### src/rtl/bcd_down_counter.sv
// Purpose : loadable multi-digit BCD down counter with terminal-count flag
//           and out-of-range load detection.
// Latency : one clock edge from load/en/clear to Q, done and load_err;
//           zero is combinational from the registered count.
// Backpressure: none; en and load are sampled every edge with priority
//           clear > load > en > hold.
//
// Ports:
//   clk      rising-edge clock, sole clock domain
//   clear    synchronous active-high reset (Q, reload register, done, load_err)
//   load     load d (clamped per digit to 9) into Q and the reload register
//   d        BCD load value, digit 0 in bits [3:0]
//   en       count-down enable
//   Q        current BCD count, registered
//   zero     1 when every digit of Q is 0
//   done     registered terminal-count flag
//   load_err registered one-cycle flag: the previous edge loaded a digit > 9
//
// Build option BCD_DOWN_AUTO_RELOAD_EN:
//   undefined : counting down from 0 leaves Q at 0 and sets a sticky done,
//               cleared only by load or clear.
//   defined   : counting down from 0 reloads Q from the reload register and
//               pulses done for one cycle.
//
// DIGITS is legal in the range 1..4.

module bcd_down_counter #(
  parameter int DIGITS = 2
) (
  input  logic                clk,
  input  logic                clear,
  input  logic                load,
  input  logic [4*DIGITS-1:0] d,
  input  logic                en,
  output logic [4*DIGITS-1:0] Q,
  output logic                zero,
  output logic                done,
  output logic                load_err
);

  localparam int W = 4 * DIGITS;

`ifdef BCD_DOWN_AUTO_RELOAD_EN
  localparam bit AUTO_RELOAD = 1'b1;
`else
  localparam bit AUTO_RELOAD = 1'b0;
`endif

  logic [W-1:0] count_r;
  logic [W-1:0] reload_r;
  logic         done_r;
  logic         load_err_r;

  logic [W-1:0] d_clamped;
  logic         d_bad;
  logic [W-1:0] count_dec;
  logic         borrow;
  logic         count_is_zero;
  logic [W-1:0] terminal_value;

  // Clamp every load digit to 9 and note whether any digit needed clamping.
  always_comb begin
    d_clamped = '0;
    d_bad     = 1'b0;
    for (int i = 0; i < DIGITS; i++) begin
      if (d[4*i +: 4] > 4'd9) begin
        d_clamped[4*i +: 4] = 4'd9;
        d_bad               = 1'b1;
      end else begin
        d_clamped[4*i +: 4] = d[4*i +: 4];
      end
    end
  end

  // Decimal decrement of the registered count. Depends only on count_r, so
  // en merely selects this value at the flop input: no en-to-Q path exists.
  // A digit at 0 becomes 9 and passes the borrow upward; the first nonzero
  // digit absorbs it. Only used when count_r is nonzero.
  always_comb begin
    count_dec = '0;
    borrow    = 1'b1;
    for (int i = 0; i < DIGITS; i++) begin
      if (borrow) begin
        if (count_r[4*i +: 4] == 4'd0) begin
          count_dec[4*i +: 4] = 4'd9;
        end else begin
          count_dec[4*i +: 4] = count_r[4*i +: 4] - 4'd1;
          borrow              = 1'b0;
        end
      end else begin
        count_dec[4*i +: 4] = count_r[4*i +: 4];
      end
    end
  end

  assign count_is_zero  = (count_r == '0);

  // Value taken on an enabled edge with the count already at zero: the
  // stored reload value in the auto-reload build, otherwise stay at zero.
  assign terminal_value = AUTO_RELOAD ? reload_r : '0;

  always_ff @(posedge clk) begin
    if (clear) begin
      count_r    <= '0;
      reload_r   <= '0;
      done_r     <= 1'b0;
      load_err_r <= 1'b0;
    end else if (load) begin
      // Load wins over en: no decrement on this edge.
      count_r    <= d_clamped;
      reload_r   <= d_clamped;
      done_r     <= 1'b0;
      load_err_r <= d_bad;
    end else begin
      load_err_r <= 1'b0;
      if (en) begin
        if (count_is_zero) begin
          count_r <= terminal_value;
          done_r  <= 1'b1;
        end else begin
          count_r <= count_dec;
          // Auto-reload done is a single-cycle pulse; the plain build keeps
          // done sticky until load or clear.
          if (AUTO_RELOAD) begin
            done_r <= 1'b0;
          end
        end
      end else if (AUTO_RELOAD) begin
        done_r <= 1'b0;
      end
    end
  end

  assign Q        = count_r;
  assign zero     = count_is_zero;
  assign done     = done_r;
  assign load_err = load_err_r;

endmodule
### config.mk
export PLATFORM = sky130hd
export DESIGN_NAME = bcd_down_counter
export DESIGN_NICKNAME = d
export VERILOG_FILES = /design/src/rtl/bcd_down_counter.sv
export SDC_FILE = /design/constraint.sdc
export NUM_CORES = 1
export LEC_CHECK = 0
export BUFFER_PORTS_ARGS = -buffer_cell sky130_fd_sc_hd__buf_2
export CAP_MARGIN = 20
export CORE_UTILIZATION = 35
export CTS_BUF_LIST = sky130_fd_sc_hd__clkbuf_4
export CTS_CLUSTER_DIAMETER = 50
export DETAILED_ROUTE_END_ITERATION = 8
export HOLD_SLACK_MARGIN = 0.1
export SLEW_MARGIN = 20
export SYNTH_ARGS = -nofsm -noshare
export SYNTH_HDL_FRONTEND = slang
export SYNTH_SLANG_ARGS = --single-unit
### constraint.sdc
create_clock -name clk -period 2 [get_ports clk]
set_clock_uncertainty 0.1 [all_clocks]
set_input_delay 0.4 -clock clk [delete_from_list [all_inputs] [get_ports clk]]
set_output_delay 0.4 -clock clk [all_outputs]
set_load 0.1 [all_outputs]
; ---- Word level (Yosys, flattened, before mapping)
; Index checks and enable logic that the tools add are counted.
[classes]
addsub = 2
order_cmp = 2
mux = 11
n_bitwise = 1
reduce_logical = 9
[op_table]
columns = op, count
row1 = $mux W8, 3
row2 = $mux W4, 5
row3 = $gt A4 B4 Y1 const B, 2
row4 = $logic_not A4 Y1, 2
row5 = $logic_not A8 Y1, 1
row6 = $sub A4 B1 Y4 const B, 2
row7 = $reduce_and A2 Y1, 2
row8 = $reduce_or A2 Y1, 2
row9 = $mux W1, 3
row10 = $reduce_bool A3 Y1, 1
row11 = $reduce_bool A2 Y1, 1
row12 = $not A1 Y1, 1
[word_totals]
regBits = 10
inputBits = 12
out_inout_bits = 11
elab_cells = 29

; ---- Depth between registers and ports, before layout
; Gate-level depths: netlist (run 1).
[depth]
depth_word = 6
ltp_mapped = 7
ltp_nobuf = 7

; ---- Worst setup path before layout (run 1)
; OpenSTA, ideal clock, no wires.
[synth_timing]
kind = reg2reg
from = register count_r[0] (netlist: Q[0])
to = register done_r (netlist: done)
setup_time_ns = 0.129
arrival_time_ns = 2.442
required_ns = 1.771
slack_ns = -0.671
stages_incl_launch_ff = 8
synth_period_minus_slack_ns = 2.671
cell_sequence = dfxtp_1 > inv_1 > ha_1 > nor3b_2 > nand2_1 > inv_1 > a21oi_1 > nor3_1
[synth_between]
elab_chain_len = 2
[synth_lines]
columns = element, line_no
row1 = from (decl), 49  ; logic [W-1:0] count_r;
row2 = from (signal assigned), 110  ; count_r <= d_clamped;
row3 = from (signal assigned), 118  ; count_r <= terminal_value;
row4 = from (signal assigned), 121  ; count_r <= count_dec;
row5 = $logic_not A8 Y1, 96  ; assign count_is_zero = (count_r == '0);
row6 = named net zero, 36  ; output logic zero,
row7 = $reduce_and A2 Y1 (no line), --
row8 = to (signal assigned), 106  ; done_r <= 1'b0;
row9 = to (signal assigned), 112  ; done_r <= 1'b0;
row10 = to (signal assigned), 119  ; done_r <= 1'b1;
row11 = to (decl), 51  ; logic done_r;
; The timed path passes the listed nets, and every way through them passes these cells.
; A chain may end at the register's enable or synchronous reset.

; ---- Worst setup path in the final report (run 1)
[layout_timing]
from = register count_r[4] (netlist: Q[4])
to = output zero
[layout_between]
elab_chain_len = 1
[layout_lines]
columns = element, line_no
row1 = $logic_not A8 Y1, 96
row2 = to (decl), 36
; Every way passes these cells.

==> reports/metrics.cfg, run 1 <==
[floorplanning]
die_width_um=44.7
design.die.area_um2=2000
std_cell_rows=15
boundaryPins=23
core_area_um2=1730
die_y_um=44.7
initial_core_utilization=0.370

[setup_path]
critical_path_cell_by_cell=inv_2 -> ha_4 -> nor3b_4 -> nand2_2 -> clkinvlp_4 -> buf_12
critical_path.endpoint_type=output port
worst_path_largest_cell_delay_ns=0.36
worst-setup-path-type=flip-flop to output port
worst_setup_path_start_kind=flip-flop
worstPathArrival_ns=1.42
critical_path_required_ns=1.50
timing.critical_path.slowest_stage_cell=dfxtp_4
timing.critical_path.fanout_max=5

[global_routing]
first_pass_grt_wire_length_mm=2.59
grt_util_all_layers=0.178
number_of_global_route_vias_before_repair=569
grt.overflow.total=0
antenna_found_initial=0
grt_max_degree=19

[power_and_ir_drop]
cell_leakage_power_nw=0.384
power_per_cell_area_nw_per_um2=791
max-vdd-ir-drop_mv=0.418

[timing]
grt_setup_unrepaired=no
tns_ns=0
maxSlewHeadroom=0.683
final_max_slew_viol_count=0
final_hold_viol_count=0
report.final.setup_viol=0
max_slew.worst_pin.slew_ns=0.471
max_clock_freq_mhz=520
final_period_minus_worst_setup_slack_ns=1.92
finalCritPeriodShare=0.962

[clock_tree]
insertion_delay_to_the_later_sink_of_the_worst_skew_pair_ns=0.26
post_cts_hold_buffer_count=0
cts.htree.levels=1
postCtsResizedCells=0
clock_transition_time_at_the_flip_flop_clock_pins_of_the_worst_setup_and_hold_paths_ns=0.08
numCtsBuffers=3
clk_path_buf_depth=2
root_buffer=clkbuf_4
clkSinkCount=10
cts_tree=done

[finish]
final_util=0.527
finalInstanceArea_um2=910
design.final.nets=121
area_growth_pct=42.3
multi_input_comb_area_um2=427
post_route_cells_drive_above_1_share=0.486
final_cells=130
register_area_um2=220
num-fill-cells=172
n_antenna_cell=0

[synth]
synth.lib_cells_used.distinct=28
synth_ff_type=dfxtp_1
post_synth_inst_count=79
synth.top_cells.by_count=dfxtp_1, inv_1, a21oi_1
yosysWarningCount=0
fraction_of_the_yosys_area_taken_by_sequential_cells=0.313
synth.top_cells.by_area=dfxtp_1, a21oi_1, ha_1, inv_1, nand4bb_4
netlist.area_leader.share=0.313
synth.largest_area_cell=dfxtp_1
ys_seq_elements=10
syn-num-nets=94
synth_enable_flop_cells=0
mappedNetlistArea_um2=639
syn_avg_cell_area_um2=8.09
share_of_synthesized_registers_carrying_an_async_set_or_reset=0

[detailed_routing]
vias=648
vias_per_cell=4.98
drt_first_pass_iters=4
first_iter_violations=12
wl_mm=1.59
antenna_violation_net_count_after_detailed_routing=0
wire_per_inst_um=12.2
drcViolationCount=0

[placement]
io_buffers=22
placement.cell_area_um2=850
count_of_placed_standard_cells_including_taps=122
post-dp-hpwl_mm=1.20
gp_congestion=0.770

[job]
max_cap_violations=0

[outcome]
status=complete, no violations

[min_path]
hold_class=input port to flip-flop

power by group:
part / switching [mW] / internal (mW) / total, mW
sequential: 0.0229 / 0.215 / 0.238
clock: 0.0714 / 0.0905 / 0.162
combinational: 0.216 / 0.104 / 0.320
through the flow:
step | hold WS [ns] | power [mW] | setup slack (ns)
final | 0.277 | 0.720 | 0.0768
after global routing | 0.293 | 0.762 | 0.0108
after CTS | 0.265 | 0.723 | 0.0310
after detailed placement | 0.386 | 0.547 | 0.246
after global placement | 0.394 | 0.547 | 0.226
after floorplan | 0.426 | 0.487 | -0.00214
logic make-up after synthesis:
group           Yosys count  synth area share
flops                    10             0.313
buf+inv                  14            0.0881
fa+ha+maj                 3            0.0587
compound gates           21             0.229
simple gates             31             0.311
metal layers:
| metal | wire length (um) | global-route usage |
|---|---|---|
| met1 | 801 | 0.252 |
| met5 | 0 | 0 |
| met2 | 708 | 0.268 |
| met4 | 13 | 0.0727 |
| met3 | 63 | 0.0320 |
flip-flops by register name, indices dropped and copies added (netlist names):
register / flops
load_err: 1
Q: 8
done: 1
area by class of cell:
type                    instances  share of cell area
multi-input cells              55               0.469
flip-flops and latches         10               0.242
repair buffers                 26               0.171
inverters                      10              0.0509
well taps                      25              0.0344
clock buffers                   4              0.0330
cell usage in the layout, fill, tap and decap left out, drive strengths merged, types with 3 or more instances in the layout:
cell type	count
a21oi	8
buf	26
clkbuf	4
dfxtp	10
ha	3
inv	9
nand2	4
nand3	3
nor2	5
nor3	5
nor3b	4
nor4	3
path summary, 6_finish.rpt:
kind                            from   end  slack, ns  depth (start not counted)
worst max-delay path            Q[4]  zero       0.08                          6
worst min-delay path            d[1]  Q[1]       0.28                          3
worst max register to register  Q[4]  Q[0]       0.32                          7
worst min register to register  done  done       0.40                          2
worst max-delay path, delay by kind of cell, from the launching register on:
kind                     cells  cell delay, ns
AND/OR/NAND/NOR              2            0.31
adder cells (fa/ha/maj)      1            0.14
flip-flops                   1            0.36
buffers and inverters        3            0.34
repair_timing:
item	4_1_cts	5_1_grt
gates cloned	0	0
buffers inserted	2	2
endpoints found under the hold margin	0	0
pin swaps	0	1
setup endpoints to repair	1	1
(Power assumes the default switching activity.)
==> run 2: changes to the inputs <==
--- a/config.mk
+++ b/config.mk
@@ -5,7 +5,7 @@
 export SDC_FILE = /design/constraint.sdc
 export NUM_CORES = 1
 export LEC_CHECK = 0
-export BUFFER_PORTS_ARGS = -buffer_cell sky130_fd_sc_hd__buf_2
+export BUFFER_PORTS_ARGS = -buffer_cell sky130_fd_sc_hd__buf_4
 export CAP_MARGIN = 20
 export CORE_UTILIZATION = 35
 export CTS_BUF_LIST = sky130_fd_sc_hd__clkbuf_4
==> run 2 against run 1 <==
Die area unchanged. Count of clock-buffer cells in the layout unchanged. Critical path type unchanged. Maximum frequency about the same. Register-to-register slack worse by 0.02 ns. Hold slack worse by 0.0082 ns. Final cell count unchanged. Via count up 4.0%. Largest power group unchanged. First-iteration DRC count up 50%. Wire length up 1.6%. Core utilization up 3.0 points.
==> reports/metrics.cfg, run 2 (synthesis results as in run 1) <==
[setup_path]
critical_path_required_ns=1.50  ; about the same
critical_path_buf_inv_count=3  ; unchanged
timing.critical_path.slowest_stage_cell=dfxtp_4
critical_path_cell_by_cell=inv_2 -> ha_4 -> nor3b_4 -> nand2_2 -> clkinvlp_4 -> buf_12
worstPathArrival_ns=1.42  ; about the same
critical_path.endpoint_type=output port
worst_path_largest_cell_delay_ns=0.37  ; about the same
timing.critical_path.fanout_max=5  ; unchanged
worst-setup-path-type=flip-flop to output port
critPathTopFamily=flip-flops
worst_setup_path_start_kind=flip-flop

[timing]
max_clock_freq_mhz=520  ; about the same
maxSlewHeadroom=0.717  ; +0.0336
grt_setup_unrepaired=no
final_hold_viol_count=0  ; unchanged
tns_ns=0  ; unchanged
report.final.setup_viol=0  ; unchanged
final_period_minus_worst_setup_slack_ns=1.92  ; +0.00118 ns
max_slew.worst_pin.slew_ns=0.421  ; -0.0500 ns
finalCritPeriodShare=0.962  ; about the same
final.hold.worst_slack_ns=0.269  ; -0.00822 ns
final_max_slew_viol_count=0  ; unchanged

[global_routing]
grt_util_all_layers=0.171  ; -0.00722
number_of_global_route_vias_before_repair=543  ; -4.6%
antenna_found_initial=0  ; unchanged
grt.overflow.total=0  ; unchanged
grt_max_degree=19  ; unchanged
first_pass_grt_wire_length_mm=2.44  ; -5.9%

[detailed_routing]
wire_per_inst_um=12.4  ; +1.6%
antenna_violation_net_count_after_detailed_routing=0  ; unchanged
first_iter_violations=18  ; +6
drcViolationCount=0  ; unchanged
vias_per_cell=5.18  ; +4.0%
vias=674  ; +4.0%
drt_first_pass_iters=5  ; +1
wl_mm=1.61  ; +1.6%

[power_and_ir_drop]
cell_leakage_power_nw=0.395  ; +3.0%
power_per_cell_area_nw_per_um2=767  ; -3.1%
max-vdd-ir-drop_mv=0.423  ; +1.4%

[placement]
io_buffers=22  ; unchanged
post-dp-hpwl_mm=1.20  ; +0.15%
count_of_placed_standard_cells_including_taps=123  ; +0.82%
gp_congestion=0.791  ; +2.6%

[finish]
register_area_um2=220  ; unchanged
most_frequent_standard_cell_in_the_layout_excluding_fill_and_tap_cells=buf_4
mostFrequentLayoutCells=buf_4, a21oi_1, nor3_1, nor2_1, inv_1
n_antenna_cell=0  ; unchanged
design.final.nets=121  ; unchanged
multi_input_comb_area_um2=427  ; unchanged
area_growth_pct=50.5
post_route_cells_drive_above_1_share=0.486  ; unchanged
num-fill-cells=172  ; unchanged
final_cells=130  ; unchanged
max_reg_flops=8  ; unchanged

[floorplanning]
core_area_um2=1730  ; unchanged
initial_core_utilization=0.370  ; unchanged
die_y_um=44.7  ; unchanged
boundaryPins=23  ; unchanged
design.die.area_um2=2000  ; unchanged
std_cell_rows=15  ; unchanged
die_width_um=44.7  ; unchanged

[clock_tree]
clk_path_buf_depth=2  ; unchanged
insertion_delay_to_the_later_sink_of_the_worst_skew_pair_ns=0.27  ; about the same
root_buffer=clkbuf_4
cts_tree=done
cts.htree.levels=1  ; unchanged
numCtsBuffers=3  ; unchanged
clock_transition_time_at_the_flip_flop_clock_pins_of_the_worst_setup_and_hold_paths_ns=0.08  ; about the same
clkSinkCount=10  ; unchanged

[min_path]
hold_class=input port to flip-flop

[job]
max_cap_violations=0  ; unchanged

[outcome]
status=complete, no violations

-- run 2: final cells by class --
type | count | share of cell area
clock buffer | 4 | 0.0312
inverter | 10 | 0.0481
multi-input combinational | 55 | 0.443
sequential | 10 | 0.229
tap | 25 | 0.0325
timing repair buffer | 26 | 0.216
-- run 2: stage by stage --
stage	setup WS, ns	area (um2)	total power, mW	util
6_report	0.0757	962	0.738	0.557
5_1_grt	0.00551	962	0.778	0.557
4_1_cts	0.0182	942	0.736	0.546
3_5_place_dp	0.196	897	0.559	0.520
3_3_place_gp	0.217	897	0.558	0.520
2_1_floorplan	-0.00214	712	0.487	-
-- run 2: worst paths after layout --
path,start,endpoint,slack [ns],cells past startpoint
min reg2reg,done,done,0.40,2
max reg2reg,Q[4],Q[0],0.30,7
min,d[1],Q[1],0.27,3
max,Q[4],zero,0.08,6
-- run 2: what timing repair did --
item | CTS | global route
hold buffers | 0 | 0
setup buffers | 1 | 2
setup endpoints to repair | 1 | 1
pin swaps | 0 | 2
resized for setup | 2 | 1
-- run 2: worst reg2reg max path, stage by stage, from the launching register on --
cell      delay [ns]
dfxtp_4         0.37
inv_2           0.04
ha_4            0.16
nor3b_4         0.15
buf_4           0.14
o41ai_2         0.23
nand2_1         0.10
a221oi_1        0.29
-- run 2: layer usage --
metal	track usage	up-vias	part of all wire
li1	-	342	-
met1	0.238	309	0.50
met2	0.256	19	0.45
met3	0.0240	4	0.038
met4	0.0909	0	0.014
met5	0	-	0
-- run 2: power by group --
part	leakage (nW)	internal, mW	switching, mW	total (mW)
registers	0.0864	0.215	0.0238	0.239
clock network	0.0184	0.0906	0.0752	0.166
logic	0.291	0.118	0.216	0.333
total	0.395	0.424	0.315	0.738
==> run 3: changes to the inputs <==
==> constraint.sdc (replaced) <==
create_clock -name clk -period 2 [get_ports clk]
set_clock_uncertainty 0.1 [all_clocks]
set_input_delay 0.2 -clock clk [delete_from_list [all_inputs] [get_ports clk]]
set_output_delay 0.2 -clock clk [all_outputs]
set_load 0.1 [all_outputs]
==> run 3 against run 2 <==
Non-clock buffer count unchanged. Setup slack better by 0.041 ns. Via count down 0.15%. Largest power group unchanged. Core utilization down 0.14 points. Total power down 4.6%. Sequential cell count unchanged. Final cell count unchanged. Clock power down 13%. Critical path type unchanged. Combinational power down 4%.
==> reports/metrics.cfg, run 3 (synthesis results as in run 1) <==
[detailed_routing]
drcViolationCount=0  ; unchanged
vias=673  ; -0.15%
drt_first_pass_iters=4  ; -1
first_iter_violations=15  ; -3
wl_mm=1.68  ; +4.0%
wire_per_inst_um=12.9  ; +4.0%
antenna_violation_net_count_after_detailed_routing=0  ; unchanged
vias_per_cell=5.18  ; -0.15%

[finish]
final_cells=130  ; unchanged
post_route_cells_drive_above_1_share=0.438  ; -0.0476
mostFrequentLayoutCells=buf_4, a21oi_1, nor3_1, nor2_1, inv_1
design.final.nets=121  ; unchanged
finalInstanceArea_um2=960  ; -0.26%
n_antenna_cell=0  ; unchanged
most_frequent_standard_cell_in_the_layout_excluding_fill_and_tap_cells=buf_4
area_growth_pct=50.1
final_util=0.556  ; -0.00145
max_reg_flops=8  ; unchanged

[clock_tree]
root_buffer=clkbuf_4
clk_path_buf_depth=2  ; unchanged
insertion_delay_to_the_later_sink_of_the_worst_skew_pair_ns=0.27  ; about the same
cts_tree=done
post_cts.repair.setup_buffers=0  ; -1
cts.htree.levels=1  ; unchanged
numCtsBuffers=3  ; unchanged
clock_transition_time_at_the_flip_flop_clock_pins_of_the_worst_setup_and_hold_paths_ns=0.07  ; about the same
clkSinkCount=10  ; unchanged

[placement]
post-dp-hpwl_mm=1.23  ; +2.2%
count_of_placed_standard_cells_including_taps=122  ; -0.81%
gp_congestion=0.752  ; -4.8%
setup_slack_at_placement_ns=0.369  ; +0.173 ns
placement.cell_area_um2=890  ; -0.84%
io_buffers=22  ; unchanged

[global_routing]
grt_max_degree=19  ; unchanged
grt_util_all_layers=0.194  ; +0.0224
first_pass_grt_wire_length_mm=2.78  ; +14%
antenna_found_initial=0  ; unchanged
number_of_global_route_vias_before_repair=615  ; +13%
grt.overflow.total=0  ; unchanged

[floorplanning]
core_area_um2=1730  ; unchanged
boundaryPins=23  ; unchanged
die_y_um=44.7  ; unchanged
initial_core_utilization=0.370  ; unchanged
std_cell_rows=15  ; unchanged
design.die.area_um2=2000  ; unchanged
die_width_um=44.7  ; unchanged

[setup_path]
reg2regPathDepth=6  ; -1
worst_setup_path_start_kind=flip-flop
worstPathArrival_ns=1.58  ; +0.16 ns
critical_path_required_ns=1.70  ; +0.20 ns
timing.critical_path.slowest_stage_cell=dfxtp_4
critical_path_cell_by_cell=inv_2 -> ha_4 -> nor3b_4 -> nand2_2 -> clkinvlp_4 -> buf_6
critical_path_buf_inv_count=3  ; unchanged
critPathTopFamily=simple AND/OR/NAND/NOR gates
worst_path_largest_cell_delay_ns=0.36  ; about the same
timing.critical_path.fanout_max=4  ; -1
worst-setup-path-type=flip-flop to output port
critical_path.endpoint_type=output port
worst-path-stages=6  ; unchanged

[timing]
final_max_slew_viol_count=0  ; unchanged
finalCritPeriodShare=0.942  ; -0.0206
final.hold.worst_slack_ns=0.126  ; -0.143 ns
setup_slack_ns=0.117  ; +0.0412 ns
final_period_minus_worst_setup_slack_ns=1.88  ; -0.0412 ns
final_hold_viol_count=0  ; unchanged
grt_setup_unrepaired=no
report.final.setup_viol=0  ; unchanged
max_clock_freq_mhz=531  ; +2.2%
tns_ns=0  ; unchanged
max_slew.worst_pin.slew_ns=0.423  ; +0.00196 ns
maxSlewHeadroom=0.716  ; -0.00132

[min_path]
hold_class=input port to flip-flop
hold_path_depth=4  ; +1

[power_and_ir_drop]
cell_leakage_power_nw=0.387  ; -2.1%
max-vdd-ir-drop_mv=0.434  ; +2.5%
power_per_cell_area_nw_per_um2=734  ; -4.3%
report.power.total_uw=705  ; -4.6%

[job]
max_cap_violations=0  ; unchanged

[outcome]
status=complete, no violations

[run 3: worst paths after layout]
| path | slack [ns] | endpoint | from |
|---|---|---|---|
| max | 0.12 | zero | Q[5] |
| min | 0.13 | Q[5] | d[7] |
| max reg2reg | 0.38 | Q[3] | Q[5] |
| min reg2reg | 0.41 | done | done |
[run 3: report_power, final]
| part | internal, mW | switching (mW) | leakage (nW) |
|---|---|---|---|
| combinational | 0.106 | 0.214 | 0.285 |
| sequential | 0.215 | 0.0243 | 0.0864 |
| clock | 0.0721 | 0.0728 | 0.0154 |
[run 3: timing repair]
item / 4_1_cts / 5_1_grt
endpoints found under the hold margin: 8 / 0
gates resized for setup: 0 / 1
endpoints found under the setup margin: 0 / 1
hold buffers: 4 / 0
[run 3: metal layers]
metal | up-vias | wire, um | track usage
met2 | 21 | 757 | 0.271
met1 | 307 | 803 | 0.275
li1 | 339 | - | -
met3 | 6 | 71 | 0.0360
met4 | 0 | 44 | 0.115
met5 | - | 0 | 0
[run 3: worst reg2reg max path, cell delays in order, from the launching register on]
cell	delay, ns
dfxtp_4	0.36
inv_2	0.07
ha_4	0.15
nor3b_4	0.30
o41ai_2	0.11
a2111oi_0	0.33
nor4_1	0.09
[run 3: area by class of cell]
| type | instances | area [um2] |
|---|---|---|
| Clock inverter | 1 | 3.75 |
| Inverter | 10 | 46.3 |
| Sequential cell | 10 | 220 |
| Fill cell | 174 | 767 |
| Timing Repair Buffer | 26 | 209 |
| Tap cell | 25 | 31.3 |
| Clock buffer | 3 | 22.5 |
| Multi-Input combinational cell | 55 | 427 |
